===== config.mk =====
export PLATFORM = sky130hd
export DESIGN_NAME = miriscv_sw_ctrl_flat
export DESIGN_NICKNAME = d
export VERILOG_FILES = /design/src/rtl/miriscv_sw_pkg.sv /design/src/rtl/miriscv_sw_ctrl_if.sv /design/src/rtl/miriscv_sw_ctrl_debounce.sv /design/src/rtl/miriscv_sw_ctrl.sv /design/src/flat_wrapper.sv
export SDC_FILE = /design/constraint.sdc
export NUM_CORES = 1
export LEC_CHECK = 0
export BUFFER_PORTS_ARGS = -buffer_cell sky130_fd_sc_hd__buf_2
export CAP_MARGIN = 20
export CORE_ASPECT_RATIO = 1.75
export CORE_UTILIZATION = 52
export CTS_CLUSTER_SIZE = 14
export DETAILED_ROUTE_END_ITERATION = 10
export PLACE_DENSITY = 0.78
export SETUP_SLACK_MARGIN = 0.02
export SLEW_MARGIN = 30
export SYNTH_ARGS = -nofsm -noshare
export SYNTH_HDL_FRONTEND = slang
export SYNTH_SLANG_ARGS = --single-unit
export TNS_END_PERCENT = 5

===== constraint.sdc =====
create_clock -name clk_i -period 3.45 [get_ports clk_i]
set_clock_uncertainty 0.2 [all_clocks]
set_input_delay 0.1725 -clock clk_i [delete_from_list [all_inputs] [get_ports clk_i]]
set_output_delay 0.1725 -clock clk_i [all_outputs]
set_load 0.01 [all_outputs]

===== src/rtl/miriscv_sw_pkg.sv =====
// Shared definitions for the switch peripheral: bus widths, register map,
// status/control bit positions and the interrupt FSM state encoding.
package miriscv_sw_pkg;

  localparam int unsigned SW_ADDR_W = 8;
  localparam int unsigned SW_DATA_W = 32;

  // Byte offsets of the word registers; address bits [1:0] are ignored.
  localparam logic [SW_ADDR_W-1:0] SW_VAL_ADDR    = 8'h00;
  localparam logic [SW_ADDR_W-1:0] SW_CTRL_ADDR   = 8'h04;
  localparam logic [SW_ADDR_W-1:0] SW_STATUS_ADDR = 8'h08;

  localparam int unsigned CTRL_IRQ_EN_BIT    = 0;
  localparam int unsigned STATUS_PENDING_BIT = 0;
  localparam int unsigned STATUS_OVERRUN_BIT = 1;

  typedef enum logic [1:0] {
    SW_IRQ_IDLE    = 2'd0,
    SW_IRQ_PENDING = 2'd1,
    SW_IRQ_DONE    = 2'd2
  } sw_irq_state_e;

  // Word-granular address match.
  function automatic logic sw_addr_hit(input logic [SW_ADDR_W-1:0] addr,
                                       input logic [SW_ADDR_W-1:0] reg_addr);
    return addr[SW_ADDR_W-1:2] == reg_addr[SW_ADDR_W-1:2];
  endfunction

endpackage


===== src/rtl/miriscv_sw_ctrl_if.sv =====
// Data-bus and interrupt-handshake bundle between the core (master) and the
// switch peripheral (slave).
//   req_i/we_i/addr_i/wdata_i : single-cycle access strobe and write payload
//   rdata_o                   : registered read data
//   int_req_o/int_fin_i       : level interrupt request / completion pulse
interface miriscv_sw_ctrl_if;
  import miriscv_sw_pkg::*;

  logic                 req_i;
  logic                 we_i;
  logic [SW_ADDR_W-1:0] addr_i;
  logic [SW_DATA_W-1:0] wdata_i;
  logic [SW_DATA_W-1:0] rdata_o;
  logic                 int_req_o;
  logic                 int_fin_i;

  modport master (
    output req_i, we_i, addr_i, wdata_i, int_fin_i,
    input  rdata_o, int_req_o
  );

  modport slave (
    input  req_i, we_i, addr_i, wdata_i, int_fin_i,
    output rdata_o, int_req_o
  );

endinterface


===== src/rtl/miriscv_sw_ctrl_debounce.sv =====
// Switch input conditioning: 2-flop synchronizer followed by a stability
// counter. A new value is committed to sw_val after DEBOUNCE_CYCLES
// consecutive cycles of an unchanged synchronized value that differs from
// the committed one.
//   clk_i, rst_i : clock, async active-high reset
//   sw_i         : raw switches (asynchronous)
//   sw_val       : committed switch value (registered)
//   change       : high in the cycle whose edge commits a new sw_val
module miriscv_debounce #(
  parameter int unsigned DEBOUNCE_CYCLES = 4,
  parameter int unsigned SW_W            = 16
) (
  input  logic            clk_i,
  input  logic            rst_i,
  input  logic [SW_W-1:0] sw_i,
  output logic [SW_W-1:0] sw_val,
  output logic            change
);

  localparam int unsigned CNT_W = 8;

  logic [SW_W-1:0]  sync_q1;
  logic [SW_W-1:0]  sw_sync;
  logic [SW_W-1:0]  sw_prev;
  logic [CNT_W-1:0] stable_cnt;
  logic [CNT_W-1:0] cnt_inc;
  logic             restart;

  // Any movement, or agreement with the committed value, restarts the count.
  assign restart = (sw_sync != sw_prev) || (sw_sync == sw_val);
  assign cnt_inc = stable_cnt + CNT_W'(1);
  // Combinational so the interrupt FSM reacts at the same edge sw_val commits.
  assign change  = !restart && (cnt_inc == CNT_W'(DEBOUNCE_CYCLES));

  // Synchronizer, history and stability counter.
  always_ff @(posedge clk_i or posedge rst_i) begin
    if (rst_i) begin
      sync_q1    <= '0;
      sw_sync    <= '0;
      sw_prev    <= '0;
      stable_cnt <= '0;
      sw_val     <= '0;
    end else begin
      sync_q1 <= sw_i;
      sw_sync <= sync_q1;
      sw_prev <= sw_sync;
      if (restart || change) begin
        stable_cnt <= '0;
      end else begin
        stable_cnt <= cnt_inc;
      end
      if (change) begin
        sw_val <= sw_sync;
      end
    end
  end

endmodule


===== src/rtl/miriscv_sw_ctrl.sv =====
// Memory-mapped switch peripheral: debounced switch value, control/status
// registers and the responder side of the core interrupt handshake.
//   clk_i, rst_i : clock, async active-high reset
//   sw_i         : raw board switches
//   bus          : slave side of miriscv_sw_ctrl_if (register access + irq)
module miriscv_sw_ctrl
  import miriscv_sw_pkg::*;
#(
  parameter int unsigned DEBOUNCE_CYCLES = 4,
  parameter int unsigned SW_W            = 16
) (
  input  logic               clk_i,
  input  logic               rst_i,
  input  logic [SW_W-1:0]    sw_i,
  miriscv_sw_ctrl_if.slave   bus
);

  logic [SW_W-1:0]      sw_val;
  logic                 change;
  logic                 irq_en;
  logic                 overrun;
  logic                 dirty;
  sw_irq_state_e        state;

  logic                 wr_c;
  logic                 rd_c;
  logic                 sel_val_c;
  logic                 sel_ctrl_c;
  logic                 sel_status_c;
  logic                 ovr_clr_c;
  logic                 pending_c;
  logic [SW_DATA_W-1:0] rdata_c;
  logic                 unused_bits;

  miriscv_debounce #(
    .DEBOUNCE_CYCLES (DEBOUNCE_CYCLES),
    .SW_W            (SW_W)
  ) u_debounce (
    .clk_i  (clk_i),
    .rst_i  (rst_i),
    .sw_i   (sw_i),
    .sw_val (sw_val),
    .change (change)
  );

  assign wr_c         = bus.req_i &  bus.we_i;
  assign rd_c         = bus.req_i & ~bus.we_i;
  assign sel_val_c    = sw_addr_hit(bus.addr_i, SW_VAL_ADDR);
  assign sel_ctrl_c   = sw_addr_hit(bus.addr_i, SW_CTRL_ADDR);
  assign sel_status_c = sw_addr_hit(bus.addr_i, SW_STATUS_ADDR);
  assign ovr_clr_c    = wr_c & sel_status_c & bus.wdata_i[STATUS_OVERRUN_BIT];
  assign pending_c    = (state == SW_IRQ_PENDING);
  assign unused_bits  = ^{bus.addr_i[1:0], bus.wdata_i[SW_DATA_W-1:2]};

  // Read data mux; unmapped addresses return zero.
  always_comb begin
    rdata_c = '0;
    if (sel_val_c) begin
      rdata_c = SW_DATA_W'(sw_val);
    end else if (sel_ctrl_c) begin
      rdata_c[CTRL_IRQ_EN_BIT] = irq_en;
    end else if (sel_status_c) begin
      rdata_c[STATUS_PENDING_BIT] = pending_c;
      rdata_c[STATUS_OVERRUN_BIT] = overrun;
    end
  end

  // Control register and registered read port.
  always_ff @(posedge clk_i or posedge rst_i) begin
    if (rst_i) begin
      irq_en      <= 1'b0;
      bus.rdata_o <= '0;
    end else begin
      if (wr_c && sel_ctrl_c) begin
        irq_en <= bus.wdata_i[CTRL_IRQ_EN_BIT];
      end
      if (rd_c) begin
        bus.rdata_o <= rdata_c;
      end
    end
  end

  // Interrupt handshake FSM; overrun clear is placed first so a set wins.
  always_ff @(posedge clk_i or posedge rst_i) begin
    if (rst_i) begin
      state         <= SW_IRQ_IDLE;
      bus.int_req_o <= 1'b0;
      overrun       <= 1'b0;
      dirty         <= 1'b0;
    end else begin
      if (ovr_clr_c) begin
        overrun <= 1'b0;
      end
      case (state)
        SW_IRQ_IDLE: begin
          if (change && irq_en) begin
            state         <= SW_IRQ_PENDING;
            bus.int_req_o <= 1'b1;
          end
        end
        SW_IRQ_PENDING: begin
          if (change) begin
            overrun <= 1'b1;
            dirty   <= 1'b1;
          end
          if (bus.int_fin_i) begin
            state         <= SW_IRQ_DONE;
            bus.int_req_o <= 1'b0;
          end
        end
        SW_IRQ_DONE: begin
          // A change landing during the gap cycle counts as unserviced too.
          dirty <= 1'b0;
          if ((dirty || change) && irq_en) begin
            state         <= SW_IRQ_PENDING;
            bus.int_req_o <= 1'b1;
          end else begin
            state <= SW_IRQ_IDLE;
          end
        end
        default: begin
          state         <= SW_IRQ_IDLE;
          bus.int_req_o <= 1'b0;
        end
      endcase
    end
  end

endmodule


===== src/flat_wrapper.sv =====
// flat-port wrapper written by rule: the top's interface ports become plain ports
module miriscv_sw_ctrl_flat import miriscv_sw_pkg::*;
#(
  parameter int unsigned DEBOUNCE_CYCLES = 4,
  parameter int unsigned SW_W            = 16
)
  (clk_i, rst_i, sw_i, bus_req_i, bus_we_i, bus_addr_i, bus_wdata_i, bus_int_fin_i, bus_rdata_o, bus_int_req_o);
  miriscv_sw_ctrl_if bus_i ();
  input  logic clk_i;
  input  logic rst_i;
  input  logic [SW_W-1:0] sw_i;
  input wire logic [$bits(bus_i.req_i)-1:0] bus_req_i;
  input wire logic [$bits(bus_i.we_i)-1:0] bus_we_i;
  input wire logic [$bits(bus_i.addr_i)-1:0] bus_addr_i;
  input wire logic [$bits(bus_i.wdata_i)-1:0] bus_wdata_i;
  input wire logic [$bits(bus_i.int_fin_i)-1:0] bus_int_fin_i;
  output wire logic [$bits(bus_i.rdata_o)-1:0] bus_rdata_o;
  output wire logic [$bits(bus_i.int_req_o)-1:0] bus_int_req_o;
  assign bus_i.req_i = bus_req_i;
  assign bus_i.we_i = bus_we_i;
  assign bus_i.addr_i = bus_addr_i;
  assign bus_i.wdata_i = bus_wdata_i;
  assign bus_i.int_fin_i = bus_int_fin_i;
  assign bus_rdata_o = bus_i.rdata_o;
  assign bus_int_req_o = bus_i.int_req_o;
  miriscv_sw_ctrl #(.DEBOUNCE_CYCLES(DEBOUNCE_CYCLES), .SW_W(SW_W)) u_core (.clk_i(clk_i), .rst_i(rst_i), .sw_i(sw_i), .bus(bus_i));
endmodule

==> impl_results.md <==
- HP Start: bus_we_i
- DP HPWL: 4040 um
- Maximum vdd ir drop: 319 uV
- FF-to-FF Start: u_core.u_debounce.stable_cnt[0]
- Clock power frac: 0.460
- Post-synthesis cell count: 257
- Chip height: 113 um
- Post-DP Area: 3900 um^2
- Placed instance count: 383
- Crit. End Element: register
- Fraction of the cycle the final worst path needs: 0.760
- DRT Pass-1 Iters: 4
- Final setup viols: 0
- Synth top area share: 0.647
- Dominant cell type by area after synthesis: dfrtp_1
- N_diodes: 0
- Cell internal pwr: 1.89 mW
- Top fanout value on the critical path: 19
- DRT antenna net count: 0
- Syn avg cell area: 14.1 um^2
- Vias in the first global route: 2118
- Slew @ Worst Pin: 0.803 ns
- Fin cells: 423
- Ratio of cells with drive above 1 in the final layout: 0.251
- Hold/Removal Path Class: in2reg
- WHS Path Cells: 4
- Starting Density: 0.534
- Post-route DRC: 0
- Die ar.: 7340 um^2
- Max Cap Viol: 0
- Pwr Density: 523 nW/um^2
- Cells on worst reg2reg path: 6
- CORE AREA: 6810 um^2
- Die X: 65.2 um
- Top cells by count, synth: dfrtp_1, xnor2_1, xor2_1
- Switching share of power: 0.192
- Register area share after synthesis: 0.647
- Sequential Power Share: 0.493
- Seq cells post-synth: 94
- Clock sink count: 94
- Largest net degree at the start of global routing: 50
- Yosys warnings: 0
- Total global-route track usage: 0.186
- Fmax: 0.381 GHz
- Worst slew margin: 0.464
- Setup TNS: 0 ns
- Synthesized cell area: 3630 um^2
- Arrival time worst endpoint: 2.64 ns
- Register-to-register path setup slack: 0.83 ns
- Fraction of registers with async set/reset: 1.00
- Htree depth: 3
- Synth Flop Type: dfrtp_1
- Setup CP Type: reg2reg
- GPL Wtd Cong: 0.835
- Final wirelength: 6030 um
- CTS buffer count: 9
- PortBufs: 45
- Routed WL per cell: 14.2 um
- WHS Endpoint: u_core.overrun
- Syn-to-layout area delta: 23.2%
- Static leakage: 2.18 nW
- Final core utilization: 0.658
- I/O pin total: 94
- Setup crit start kind: register
- 1st-iter DRT viols: 80
- Required @ worst endpoint: 3.47 ns
- Count of pins over their slew limit: 0
- Synth cell types: 35
- Comb pwr share: 0.047
- Core Rows: 40
- CTS Buffer Depth: 2
- Antenna violations before repair: 0
- Clk slew on worst S/H paths: 0.06 ns
- Number of enable flip-flop cells after synthesis: 0
- CTS tree: yes
- Vias: 2169
- Nets@finish: 397
- First-pass GRT wire length: 9960 um
- P_sw: 449 uW
- Vias/cell: 5.13
- Root Buffer: clkbuf_16
- Status: completed
- Critical R2R Capture: u_core.u_debounce.sw_val[4]
- Final hold vios: 0
- Final Hold Slack: 0.0176 ns
- Final min period: 2.62 ns
- Most common cell in the synthesized netlist: dfrtp_1
- GRT Residual Overflow: 0
- Ranking of synthesized cells by area: dfrtp_1, xnor2_1, xor2_1
- Clock latency on the worst-skew pair: 0.33 ns
- Design Area, Final: 4480 um^2
- RSZ-0062 raised after global routing: no
[power by group through the flow]
stage               clock network, mW  logic, mW  registers (mW)
finish                           1.08      0.109            1.15
global route                     1.14      0.121            1.16
CTS                              1.10      0.111            1.16
detailed placement                  0     0.0903            1.18
global placement                    0     0.0882            1.17
floorplan                           0     0.0719            1.17
[cells by family (layout without fill, tap and decap cells)]
group	after synthesis	count (layout)	share of synthesized area
buf+inv	26	93	0.0455
mux	19	19	0.0654
compound gates	31	31	0.0630
simple gates	46	46	0.0792
xor+xnor	38	38	0.0916
other cells	1	16	0.00103
fa+ha+maj	2	2	0.00689
flops	94	94	0.647
[metrics by stage]
step                worst slack, ns  total power, mW
finish                        0.828             2.34
global placement              0.889             1.26
floorplan                     0.629             1.24
CTS                           0.822             2.36
global route                  0.769             2.42
detailed placement            0.835             1.27
[layer usage]
metal,vias up,track usage,routed length [um]
li1,1018,-,-
met1,1079,0.217,2430
met2,61,0.309,3240
met3,11,0.0508,235
met4,0,0.0913,121
met5,-,0,0
[final cells by class]
type                            instances  area (um^2)
Sequential cell                        94         2350
Fill cell                             499         2330
Multi-Input combinational cell        152         1180
Timing Repair Buffer                   72          488
Clock buffer                           12          236
Tap cell                               84          105
Clock inverter                          4         95.1
Inverter                                5         20.0
[how the worst max path moves through the flow]
stage	start	to	cells past startpoint	slack [ns]
floorplan	rst_i	u_core.bus.int_req_o	1	0.63
global placement	u_core.u_debounce.stable_cnt[0]	u_core.u_debounce.sw_val[0]	6	0.89
detailed placement	u_core.u_debounce.stable_cnt[0]	u_core.u_debounce.sw_val[13]	6	0.84
CTS	u_core.u_debounce.stable_cnt[0]	u_core.u_debounce.sw_val[4]	6	0.82
global route	u_core.u_debounce.stable_cnt[0]	u_core.u_debounce.sw_val[1]	6	0.77
finish	u_core.u_debounce.stable_cnt[0]	u_core.u_debounce.sw_val[4]	6	0.83
[critical path, stage by stage, from the launching register on]
cell and delay (ns):
dfrtp_1 0.42, ha_1 0.26, xnor2_1 0.15, or4b_4 0.51, nor2_4 0.14, nand4_4 0.38, mux2_4 0.43
[state kept, by name (all words and copies together), names as in the netlist]
| name | flops |
|---|---|
| u_core.irq_en | 1 |
| u_core.dirty | 1 |
| u_core.bus.int_req_o | 1 |
| u_core.overrun | 1 |
| u_core.u_debounce.sync_q1 | 16 |
| u_core.u_debounce.sw_val | 16 |
| u_core.u_debounce.sw_prev | 16 |
| u_core.u_debounce.sw_sync | 16 |
| u_core.state | 2 |
| u_core.bus.rdata_o | 16 |
| u_core.u_debounce.stable_cnt | 8 |
[layout by cell type, fill, tap and decap left out, drive strengths merged]
| cell type | Yosys | routed |
|---|---|---|
| clkinv | 0 | 2 |
| nor4 | 7 | 7 |
| o21ai | 5 | 5 |
| or4b | 1 | 1 |
| nand2b | 2 | 2 |
| a21oi | 5 | 5 |
| and4 | 1 | 1 |
| nand4 | 6 | 6 |
| conb | 1 | 16 |
| nand2 | 5 | 5 |
| bufinv | 0 | 3 |
| ha | 2 | 2 |
| a22o | 14 | 14 |
| nor2 | 13 | 13 |
| xor2 | 19 | 19 |
| o31ai | 2 | 2 |
| inv | 5 | 4 |
| dfrtp | 94 | 94 |
| a311oi | 1 | 1 |
| a31oi | 2 | 2 |
| clkbuf | 4 | 12 |
| o41ai | 1 | 1 |
| o22ai | 1 | 1 |
| nand3 | 5 | 5 |
| or4 | 2 | 2 |
| and3 | 3 | 3 |
| dlygate4sd3 | 0 | 24 |
| nor3b | 1 | 1 |
| mux2i | 2 | 2 |
| buf | 17 | 48 |
| xnor2 | 19 | 19 |
| mux2 | 17 | 17 |
[what timing repair did]
item / in CTS / in global routing
hold buffers: 24 / 0
buffers inserted: 0 / 0
endpoints found under the hold margin: 70 / 0
gates resized for setup: 0 / 0
No activity file was read; power rests on OpenSTA's default activity.
